$ cat src/rtl/qsn_shift_scheduler_pkg.sv
// Shared types and constants for the QSN shift scheduler: geometry of the
// base matrix, the null-submatrix marker and the scheduler state encoding.
package qsn_sched_pkg;

    localparam int PERMUTATION_LENGTH = 15;
    localparam int SHIFT_W            = $clog2(PERMUTATION_LENGTH);
    localparam int LAYER_NUM          = 4;
    localparam int COL_NUM            = 8;
    localparam int ITER_W             = 4;

    localparam int ENTRY_NUM = LAYER_NUM * COL_NUM;
    localparam int ADDR_W    = $clog2(ENTRY_NUM);
    localparam int LAYER_W   = $clog2(LAYER_NUM);
    localparam int COL_W     = $clog2(COL_NUM);

    typedef logic [SHIFT_W-1:0] shift_t;

    localparam shift_t NULL_SHIFT = 4'hF;

    typedef enum logic [1:0] {
        IDLE,
        RUN,
        FLUSH,
        DONE
    } sched_state_e;

    // Flat table index of a (layer, column) slot.
    function automatic logic [ADDR_W-1:0] slot_addr(input logic [LAYER_W-1:0] layer,
                                                    input logic [COL_W-1:0]   col);
        return ADDR_W'(int'(layer) * COL_NUM + int'(col));
    endfunction

endpackage

$ cat src/rtl/qsn_shift_scheduler_if.sv
// Shift-factor stream from the scheduler to the QSN controller, with the
// slot tags that travel alongside each shift.
interface qsn_shift_scheduler_if;
    import qsn_sched_pkg::*;

    logic                 out_valid;
    logic                 out_ready;
    shift_t               shift_factor;
    logic [LAYER_W-1:0]   layer_idx;
    logic [COL_W-1:0]     col_idx;
    logic [ITER_W-1:0]    iter_idx;
    logic                 flush;

    modport master (
        output out_valid, shift_factor, layer_idx, col_idx, iter_idx, flush,
        input  out_ready
    );

    modport slave (
        input  out_valid, shift_factor, layer_idx, col_idx, iter_idx, flush,
        output out_ready
    );

endinterface

$ cat src/rtl/qsn_shift_delta_modp.sv
// Combinational (a - b) mod Pc for operands already in 0..Pc-1; used both for
// relative shifts (a = target, b = stored rotation) and restoring shifts (a = 0).
module qsn_shift_delta_modp
    import qsn_sched_pkg::*;
(
    input  shift_t a,
    input  shift_t b,
    output shift_t diff
);

    localparam logic [SHIFT_W:0] PC_EXT = (SHIFT_W + 1)'(PERMUTATION_LENGTH);

    // One extra bit keeps a + Pc - b from overflowing before truncation.
    logic [SHIFT_W:0] wrap_sum;

    assign wrap_sum = {1'b0, a} + PC_EXT - {1'b0, b};

    // NOTE: combinational outputs get a default first so no path leaves them unassigned and infers a latch.
    always_comb begin
        diff = '0;
        if (a >= b) begin
            diff = a - b;
        end else begin
            diff = wrap_sum[SHIFT_W-1:0];
        end
    end

endmodule

$ cat src/rtl/qsn_shift_scheduler.sv
// Walks a programmable base-matrix shift table and issues rotation-relative
// shifts to the QSN controller, then restoring shifts so columns end unrotated.
module qsn_shift_scheduler
    import qsn_sched_pkg::*;
(
    input  logic                 sys_clk,
    input  logic                 rst,
    input  logic                 cfg_we,
    input  logic [ADDR_W-1:0]    cfg_addr,
    input  shift_t               cfg_data,
    input  logic                 start,
    input  logic [ITER_W-1:0]    iter_num,
    qsn_shift_scheduler_if.master shift_bus,
    output logic                 busy,
    output logic                 done
);

    sched_state_e        state_q;
    sched_state_e        nxt_state;
    logic [ITER_W-1:0]   iter_last_q;
    shift_t              table_q [ENTRY_NUM];
    shift_t              rot_q   [COL_NUM];

    logic [LAYER_W-1:0]  nxt_layer;
    logic [COL_W-1:0]    nxt_col;
    logic [ITER_W-1:0]   nxt_iter;
    logic [ADDR_W-1:0]   nxt_addr;
    logic [ADDR_W-1:0]   cur_addr;
    shift_t              nxt_entry;
    shift_t              nxt_rot;
    shift_t              delta_a;
    shift_t              delta;
    logic                nxt_valid;
    logic                nxt_active;

    logic                addr_ok;
    logic                cfg_write;
    logic                cfg_hit;
    logic                accept;
    logic                advance;
    logic                load;

    generate
        if (ENTRY_NUM == (1 << ADDR_W)) begin : g_addr_full
            assign addr_ok = 1'b1;
        end else begin : g_addr_partial
            assign addr_ok = 32'(cfg_addr) < ENTRY_NUM;
        end
    endgenerate

    assign cfg_write = (state_q == IDLE) && cfg_we && addr_ok;
    assign cur_addr  = slot_addr(shift_bus.layer_idx, shift_bus.col_idx);
    assign accept    = shift_bus.out_valid && shift_bus.out_ready;
    assign advance   = ((state_q == RUN) || (state_q == FLUSH))
                       && (!shift_bus.out_valid || shift_bus.out_ready);
    assign load      = ((state_q == IDLE) && start) || advance;

    // NOTE: the shift table has no reset; its contents survive rst and are only rewritten through cfg_we.
    always_ff @(posedge sys_clk) begin
        if (cfg_write) begin
            table_q[cfg_addr] <= cfg_data;
        end
    end

    // Slot that becomes current on the next load; the output tags double as the scan pointer.
    always_comb begin
        nxt_state = state_q;
        nxt_layer = shift_bus.layer_idx;
        nxt_col   = shift_bus.col_idx;
        nxt_iter  = shift_bus.iter_idx;
        unique case (state_q)
            IDLE: begin
                nxt_state = RUN;
                nxt_layer = '0;
                nxt_col   = '0;
                nxt_iter  = '0;
            end
            RUN: begin
                if (shift_bus.col_idx != COL_W'(COL_NUM - 1)) begin
                    nxt_col = shift_bus.col_idx + COL_W'(1);
                end else begin
                    nxt_col = '0;
                    if (shift_bus.layer_idx != LAYER_W'(LAYER_NUM - 1)) begin
                        nxt_layer = shift_bus.layer_idx + LAYER_W'(1);
                    end else begin
                        nxt_layer = '0;
                        if (shift_bus.iter_idx == iter_last_q) begin
                            nxt_state = FLUSH;
                        end else begin
                            nxt_iter = shift_bus.iter_idx + ITER_W'(1);
                        end
                    end
                end
            end
            FLUSH: begin
                if (shift_bus.col_idx == COL_W'(COL_NUM - 1)) begin
                    nxt_state = DONE;
                    nxt_col   = '0;
                    nxt_iter  = '0;
                end else begin
                    nxt_col = shift_bus.col_idx + COL_W'(1);
                end
            end
            default: begin
                nxt_state = IDLE;
            end
        endcase
    end

    // A write landing together with start must already be seen by the first slot.
    assign nxt_addr   = slot_addr(nxt_layer, nxt_col);
    assign cfg_hit    = cfg_write && (cfg_addr == nxt_addr);
    assign nxt_entry  = cfg_hit ? cfg_data : table_q[nxt_addr];
    assign nxt_rot    = rot_q[nxt_col];
    assign delta_a    = (nxt_state == FLUSH) ? '0 : nxt_entry;
    assign nxt_active = (nxt_state == RUN) || (nxt_state == FLUSH);

    always_comb begin
        nxt_valid = 1'b0;
        if (nxt_state == RUN) begin
            nxt_valid = (nxt_entry != NULL_SHIFT);
        end else if (nxt_state == FLUSH) begin
            nxt_valid = (nxt_rot != '0);
        end
    end

    qsn_shift_delta_modp u_delta (
        .a    (delta_a),
        .b    (nxt_rot),
        .diff (delta)
    );

    // NOTE: every register here uses <= so all updates see pre-edge values, regardless of statement order.
    always_ff @(posedge sys_clk) begin
        if (rst) begin
            state_q                <= IDLE;
            iter_last_q            <= '0;
            rot_q                  <= '{default: '0};
            shift_bus.out_valid    <= 1'b0;
            shift_bus.shift_factor <= '0;
            shift_bus.layer_idx    <= '0;
            shift_bus.col_idx      <= '0;
            shift_bus.iter_idx     <= '0;
            shift_bus.flush        <= 1'b0;
            busy                   <= 1'b0;
            done                   <= 1'b0;
        end else begin
            if (state_q == IDLE) begin
                rot_q <= '{default: '0};
                if (start) begin
                    iter_last_q <= (iter_num == '0) ? '0 : iter_num - ITER_W'(1);
                end
            end

            // Next slot of this column is at least COL_NUM cycles away, so no forwarding.
            if (accept) begin
                rot_q[shift_bus.col_idx] <= (state_q == RUN) ? table_q[cur_addr] : '0;
            end

            if (load) begin
                state_q                <= nxt_state;
                shift_bus.out_valid    <= nxt_valid;
                shift_bus.shift_factor <= nxt_active ? delta : '0;
                shift_bus.layer_idx    <= nxt_layer;
                shift_bus.col_idx      <= nxt_col;
                shift_bus.iter_idx     <= nxt_iter;
                shift_bus.flush        <= (nxt_state == FLUSH);
                busy                   <= nxt_active;
                done                   <= (nxt_state == DONE);
            end else if (state_q == DONE) begin
                state_q <= IDLE;
                done    <= 1'b0;
            end
        end
    end

endmodule

$ cat src/flat_wrapper.sv
// flat-port wrapper written by rule: the top's interface ports become plain ports
module qsn_shift_scheduler_flat import qsn_sched_pkg::*;
  (sys_clk, rst, cfg_we, cfg_addr, cfg_data, start, iter_num, busy, done, shift_bus_out_valid, shift_bus_shift_factor, shift_bus_layer_idx, shift_bus_col_idx, shift_bus_iter_idx, shift_bus_flush, shift_bus_out_ready);
  qsn_shift_scheduler_if shift_bus_i ();
  input  logic sys_clk;
  input  logic rst;
  input  logic cfg_we;
  input  logic [ADDR_W-1:0] cfg_addr;
  input  shift_t cfg_data;
  input  logic start;
  input  logic [ITER_W-1:0] iter_num;
  output logic busy;
  output logic done;
  output wire logic [$bits(shift_bus_i.out_valid)-1:0] shift_bus_out_valid;
  output wire logic [$bits(shift_bus_i.shift_factor)-1:0] shift_bus_shift_factor;
  output wire logic [$bits(shift_bus_i.layer_idx)-1:0] shift_bus_layer_idx;
  output wire logic [$bits(shift_bus_i.col_idx)-1:0] shift_bus_col_idx;
  output wire logic [$bits(shift_bus_i.iter_idx)-1:0] shift_bus_iter_idx;
  output wire logic [$bits(shift_bus_i.flush)-1:0] shift_bus_flush;
  input wire logic [$bits(shift_bus_i.out_ready)-1:0] shift_bus_out_ready;
  assign shift_bus_out_valid = shift_bus_i.out_valid;
  assign shift_bus_shift_factor = shift_bus_i.shift_factor;
  assign shift_bus_layer_idx = shift_bus_i.layer_idx;
  assign shift_bus_col_idx = shift_bus_i.col_idx;
  assign shift_bus_iter_idx = shift_bus_i.iter_idx;
  assign shift_bus_flush = shift_bus_i.flush;
  assign shift_bus_i.out_ready = shift_bus_out_ready;
  qsn_shift_scheduler u_core (.sys_clk(sys_clk), .rst(rst), .cfg_we(cfg_we), .cfg_addr(cfg_addr), .cfg_data(cfg_data), .start(start), .iter_num(iter_num), .shift_bus(shift_bus_i), .busy(busy), .done(done));
endmodule
$ cat config.mk
export PLATFORM = sky130hd
export DESIGN_NAME = qsn_shift_scheduler_flat
export DESIGN_NICKNAME = d
export VERILOG_FILES = /design/src/rtl/qsn_shift_scheduler_pkg.sv /design/src/rtl/qsn_shift_scheduler_if.sv /design/src/rtl/qsn_shift_delta_modp.sv /design/src/rtl/qsn_shift_scheduler.sv /design/src/flat_wrapper.sv
export SDC_FILE = /design/constraint.sdc
export NUM_CORES = 1
export LEC_CHECK = 0
export CAP_MARGIN = 20
export CORE_MARGIN = 5
export CORE_UTILIZATION = 30
export CTS_CLUSTER_DIAMETER = 30
export DETAILED_ROUTE_END_ITERATION = 12
export DONT_BUFFER_PORTS = 1
export PLACE_DENSITY = 0.43
export SETUP_SLACK_MARGIN = 0.4
export SYNTH_ARGS = -nofsm -noshare
export SYNTH_HDL_FRONTEND = slang
export SYNTH_SLANG_ARGS = --single-unit
$ cat constraint.sdc
create_clock -name sys_clk -period 4.96 [get_ports sys_clk]
set_input_delay 0.744 -clock sys_clk [delete_from_list [all_inputs] [get_ports sys_clk]]
set_output_delay 0.744 -clock sys_clk [all_outputs]
set_load 0.005 [all_outputs]
---- Word-level counts from Yosys, hierarchy flattened ----
Memories as Yosys holds them, arrays and structs flattened.
Cells that the tools add are included.
storage, ports and cells
  input bits .............................. 18
  word-level logic and storage cells ...... 107
  RAM bits ................................ 128
  output and inout port bits .............. 17
  memories ................................ 1
  flip-flop bits (word level) ............. 55
memories
  name            depth  width  read ports  clocked after memory_dff  wr ports  RTL line                   source
  u_core.table_q  32     4      2           0                         1         qsn_shift_scheduler.sv:21  shift_t table_q [ENTRY_NUM];
cells by class
  add/sub/neg operators ................... 9
  reduce and logical (&&, ||, !) cells .... 18
  mux-type cells .......................... 39
  bitwise operators ....................... 2
  magnitude comparators ................... 4
  equal/unequal tests ..................... 16
operators with widths
  operator                                                          count
  32-bit 2-to-1 mux                                                 3
  4-bit 2-to-1 mux                                                  13
  32-bit bitwise mux                                                1
  2-bit 2-to-1 mux                                                  8
  4-bit binary-select mux with 3-bit select                         1
  4-bit demux with 3-bit select                                     1
  4-bit one-hot mux with 3 select lines                             1
  5-bit by 3-bit adder with 5-bit output                            2
  2-bit != test (second input constant)                             5
  3-bit one-hot mux with 3 select lines                             1
  2-bit == test (second input constant)                             4
  4-bit greater-or-equal comparator (second input constant)         2
  3-bit inverter with 4-bit output                                  2
  4-bit subtractor                                                  2
  1-bit logical AND                                                 6
  1-bit 2-to-1 mux                                                  6
  3-bit 2-to-1 mux                                                  2
  2-bit one-hot mux with 3 select lines                             1
  6-bit AND reduction                                               1
  5-bit == test                                                     1
  4-bit by 1-bit adder with 4-bit output (second input constant)    1
  4-bit adder (second input constant)                               1
  2-bit by 1-bit == test with 1-bit output (second input constant)  2
  4-bit == test                                                     1
  other kinds (17)                                                  20

---- Longest topological paths before layout ----
  word-level depth ........................ 13
  mapped depth ............................ 24
  mapped depth without buffers ............ 20

---- Hierarchy ----
Synthesis repeated with hierarchy kept, for this count alone.
unflattened totals
  cells, all modules ...................... 910
  area, all modules ....................... 9826.9 µm²
by module, submodules not included
  module                cells an instance  seq. area each (µm²)  area an instance (µm²)  times used
  qsn_shift_scheduler   872                4944.7                9539.1                  1
  qsn_shift_delta_modp  38                 0.0                   287.8                   1

---- Least setup slack after synthesis ----
OpenSTA, ideal clock, no wires.
  kind .................................... register -> register
  from .................................... reg u_core.shift_bus.col_idx[0]
  to ...................................... reg u_core.shift_bus.shift_factor[3]
  clock period less this slack ............ 4.553 ns
  buffers on the path ..................... 2
  path slack .............................. 0.407 ns
  cell stages (with the launch flop) ...... 23
  setup time .............................. 0.101 ns
  data required time ...................... 4.859 ns
  data arrival time ....................... 4.452 ns
  cell sequence ........................... dfxtp_1 ha_1 ha_1 or2_0 buf_2 o31ai_4 buf_6 mux2_2 a22oi_1 a21oi_1 nor3_1 o21ai_2 nand2b_1 ha_1 fa_1 a21bo_2 a21o_1 a21oi_1 mux2i_1 a21o_1 a21oi_1 xor2_1 o41ai_1
on the way
  cells in the longest elaborated chain, start to end .. 12
  elaborated cells on any way between the ends .. 30
  classes of those cells .................. 5 x add/sub; 1 x order compare; 5 x eq/ne; 15 x mux; 1 x bitwise; 2 x reduce/logical; 1 x memory
ends and longest elaborated chain
  item                                                                             RTL line                      source
  start, declared                                                                  qsn_shift_scheduler_if.sv:15  output out_valid, shift_factor, layer_idx, col_idx, iter_idx, flush,
  start signal, assigned                                                           qsn_shift_scheduler.sv:165    shift_bus.col_idx <= nxt_col;
  branches (longest 11 deep; another with 5-bit by 3-bit adder with 5-bit output)  n/a
  4-bit 2-to-1 mux (*)                                                             qsn_shift_scheduler.sv:163    shift_bus.shift_factor <= nxt_active ? delta : '0;
  end signal, assigned                                                             qsn_shift_scheduler.sv:163
  end, declared                                                                    qsn_shift_scheduler_if.sv:15
Every way passes the cells marked *. The select of a mux whose other input is x is not followed.
A chain may end at the register's enable or synchronous reset.

---- Final worst setup path ----
Ends and elaborated chain as after synthesis.

==> metrics.yaml <==
die:
  dieArea_um2: 37700
  ios: 35
  floorplan.initialDensity_pct: 30.4
  placementRows: 67
  floorplan.core_area_um2: 33500
  die_height_um: 194
  floorplan.die.width_um: 194
flow_run:
  max-cap-violations: 0
timing:
  final-hold-violation-count: 0
  finalMaxSlewViolations: 0
  layout_min_cycle_time_ps: 4490
  worst-slew-pin-transition_ps: 987
  period_share_pct: 90.6
  finClkSkew_ps: 19.7
  final.setup.worst_slack_ps: 467
  fin_setup_tns_ps: 0
  timing.hold.ws_ps: 347
  rsz_0062_raised_after_global_routing: "yes"
  setup_violations: 0
  rel_slew_slack_pct: 33.9
  clock.fmax_mhz: 223
place:
  place_hpwl_um: 23500
  place_congestion: 0.852
  pre_cts_slack_ps: 161
  dpl.cell_count: 1368
  input_output_buffers: 0
cts:
  cts_root_buf: "sky130_fd_sc_hd__clkbuf_16"
  cts.reportedPaths.clkPinSlew_ps: 80
  tritoncts: "built"
  cts.path.max_buffers: 2
  tritoncts_num_sinks: 183
  cts_max_level: 4
  insertion_delay_ps: 450
  cts_hold_repair.buffers: 0
  numCtsBuffers: 17
min_path:
  min_path_type: "input pin to register"
layout:
  most_common_cell_after_layout_fill_and_taps_aside: "sky130_fd_sc_hd__edfxtp_1"
  layout-drive-gt1-share_pct: 19.6
  number_of_nets_in_the_final_layout: 1010
  syn_to_final_growth_pct: 17.0
  antenna_cells_inserted: 0
  final_cell_count_no_fill: 1433
  layout.cells.most_common_list: "sky130_fd_sc_hd__edfxtp_1 (128), sky130_fd_sc_hd__nor2_1 (108), sky130_fd_sc_hd__nand2_1 (76), sky130_fd_sc_hd__a21oi_1 (61), sky130_fd_sc_hd__mux2i_1 (57)"
worst_setup_path:
  critical_path.endpoint_type: "register"
  worst_ep_required_time_ps: 5310
  timing.critical_path.fanout_max: 6
  critical_path.startpoint_type: "register"
  critPathArrivalTime_ps: 4840
  timing.setup.critical_path_class: "register to register"
yosys:
  synth_enable_flop_cells: 128
  yosys_register_bits: 183
  synthesis.instances: 948
  synth.yosys.warnings: 0
  synth_flop_cell: "sky130_fd_sc_hd__edfxtp_1"
  post_synth_num_cell_types: 77
  synth_nets: 986
  seq_area_frac_synth_pct: 48.6
  synthArstFlopShare_pct: 0
  syn_area_um2: 10200
  synthesis.area_per_instance_um2: 10.7
global_routing:
  initial_antenna_violation_count: 0
  first_global_vias: 7804
  global_route.usage.total_pct: 17.7
  grt.overflow.total: 0
  largest_net_degree_at_the_start_of_global_routing: 82
  wire_length_of_the_first_global_routing_pass_um: 51000
status:
  run_status: "complete, no violations"
drt:
  wl_per_cell_um: 24.1
  vias_per_cell: 5.57
  total_wirelength_um: 34500
  detailedRoute.firstPassIterationCount: 5
  drt_first_iter_violations: 604
  detailroute.via_count: 7983
  number_of_remaining_drc_errors: 0
  postRouteAntennaNets: 0
pwr:
  power.leakage_nw: 3.83
  worst_ir_drop_vdd_uv: 280
  power.density_cell_area_nw_per_um2: 403
  post-layout-total-power_mw: 4.80
[area by class of cell]
type                       count  area (um2)
clock buffer                  17         425
clock inverter                15         155
fill                        3384       21600
inverter                      43         161
multi-input combinational    656        4950
sequential                   183        4950
tap                          448         561
timing repair buffer          71         707
[flip-flops by register name, summed over array words and instances (netlist names), 2 cells and up]
signal and count:
u_core.iter_last_q 4, u_core.rot_q 32, u_core.table_q 128, u_core.shift_bus.iter_idx 4, u_core.shift_bus.layer_idx 2, u_core.shift_bus.col_idx 3, u_core.shift_bus.shift_factor 4, u_core.state_q 2
[cell usage after synthesis (all sizes together) (4+ instances only)]
cell type / instances / area share (%)
a211oi: 13 / 0.96
a21oi: 65 / 3.2
a221oi: 5 / 0.43
a22o: 4 / 0.34
a22oi: 8 / 0.59
a311oi: 4 / 0.41
a32o: 5 / 0.49
a32oi: 13 / 1.3
and2: 6 / 0.37
buf: 38 / 2.3
clkbuf: 28 / 1.0
dfxtp: 55 / 11
edfxtp: 128 / 38
ha: 18 / 2.2
inv: 43 / 1.6
mux2: 13 / 1.4
mux2i: 61 / 6.0
mux4: 17 / 3.8
nand2: 76 / 2.8
nand3: 12 / 0.59
nand3b: 11 / 0.81
nand4: 6 / 0.37
nor2: 113 / 4.4
nor2b: 6 / 0.37
nor3: 23 / 1.1
nor3b: 12 / 0.88
nor4: 7 / 0.55
o2111ai: 16 / 1.4
o211ai: 17 / 1.3
o21a: 4 / 0.29
o21ai: 18 / 1.1
o311ai: 27 / 2.3
or3: 10 / 0.61
xnor2: 7 / 0.60
xor2: 7 / 0.60
[worst paths after layout]
path | start | endpoint | slack (ps) | depth (start not counted)
max | u_core.shift_bus.col_idx[0] | u_core.shift_bus.shift_factor[3] | 470 | 20
min | rst | u_core.shift_bus.flush | 350 | 1
max reg2reg | u_core.shift_bus.col_idx[0] | u_core.shift_bus.shift_factor[3] | 470 | 20
min reg2reg | u_core.shift_bus.flush | u_core.shift_bus.flush | 470 | 2
[stage by stage]
| stage | area [um2] | utilization (%) |
|---|---|---|
| floorplan | 10200 | - |
| global placement | 10700 | 32.0 |
| detailed placement | 10700 | 32.0 |
| CTS | 11500 | 34.2 |
| global route | 11900 | 35.5 |
| finish | 11900 | 35.5 |
[power by group]
group	switching (mW)	total [mW]	internal, mW
registers	0.0537	1.74	1.68
logic	0.952	1.67	0.720
clock network	0.683	1.40	0.714
total	1.69	4.80	3.12
[kinds of logic after synthesis]
logic type      Yosys count  share of synthesized area (%)
buf+inv                 109                           4.93
compound gates          235                           17.6
flops                   183                           48.6
simple gates            296                           13.9
fa+ha+maj                20                           2.61
mux                      91                           11.2
xor+xnor                 14                           1.20
[what timing repair did]
| item | 4_1_cts | 5_1_grt |
|---|---|---|
| resized for setup | 22 | 49 |
| setup endpoints to repair | 2 | 4 |
| setup buffers | 10 | 19 |
| hold endpoints to repair | 0 | 0 |
| pin swaps | 4 | 27 |
| gates cloned | 1 | 3 |
[per-layer routing]
metal  part of all wire (%)  GRT usage (%)  vias up  routed length [um]
met5                      0              0        -                   0
met4                    1.9           4.79        0                 644
met3                    5.6           4.01       38                1950
met2                     47           28.1      238               16100
met1                     46           24.6     4043               15800
li1                       -              -     3664                   -
[critical path: stages, from the launching register on]
cell and delay, ps:
sky130_fd_sc_hd__dfxtp_4 370, sky130_fd_sc_hd__ha_4 170, sky130_fd_sc_hd__ha_4 160, sky130_fd_sc_hd__or2_4 280, sky130_fd_sc_hd__o31ai_4 230, sky130_fd_sc_hd__buf_6 150
sky130_fd_sc_hd__buf_12 130, sky130_fd_sc_hd__mux2i_1 220, sky130_fd_sc_hd__o22a_1 180, sky130_fd_sc_hd__or3b_4 390, sky130_fd_sc_hd__a211oi_4 280, sky130_fd_sc_hd__nor4_4 80
sky130_fd_sc_hd__ha_1 330, sky130_fd_sc_hd__a21bo_4 220, sky130_fd_sc_hd__a21o_1 160, sky130_fd_sc_hd__a21oi_2 160, sky130_fd_sc_hd__mux2i_1 210, sky130_fd_sc_hd__a21o_1 150
sky130_fd_sc_hd__a21oi_2 60, sky130_fd_sc_hd__xor2_1 140, sky130_fd_sc_hd__o41ai_1 320
Note: power is estimated with default switching activity, not from simulation.
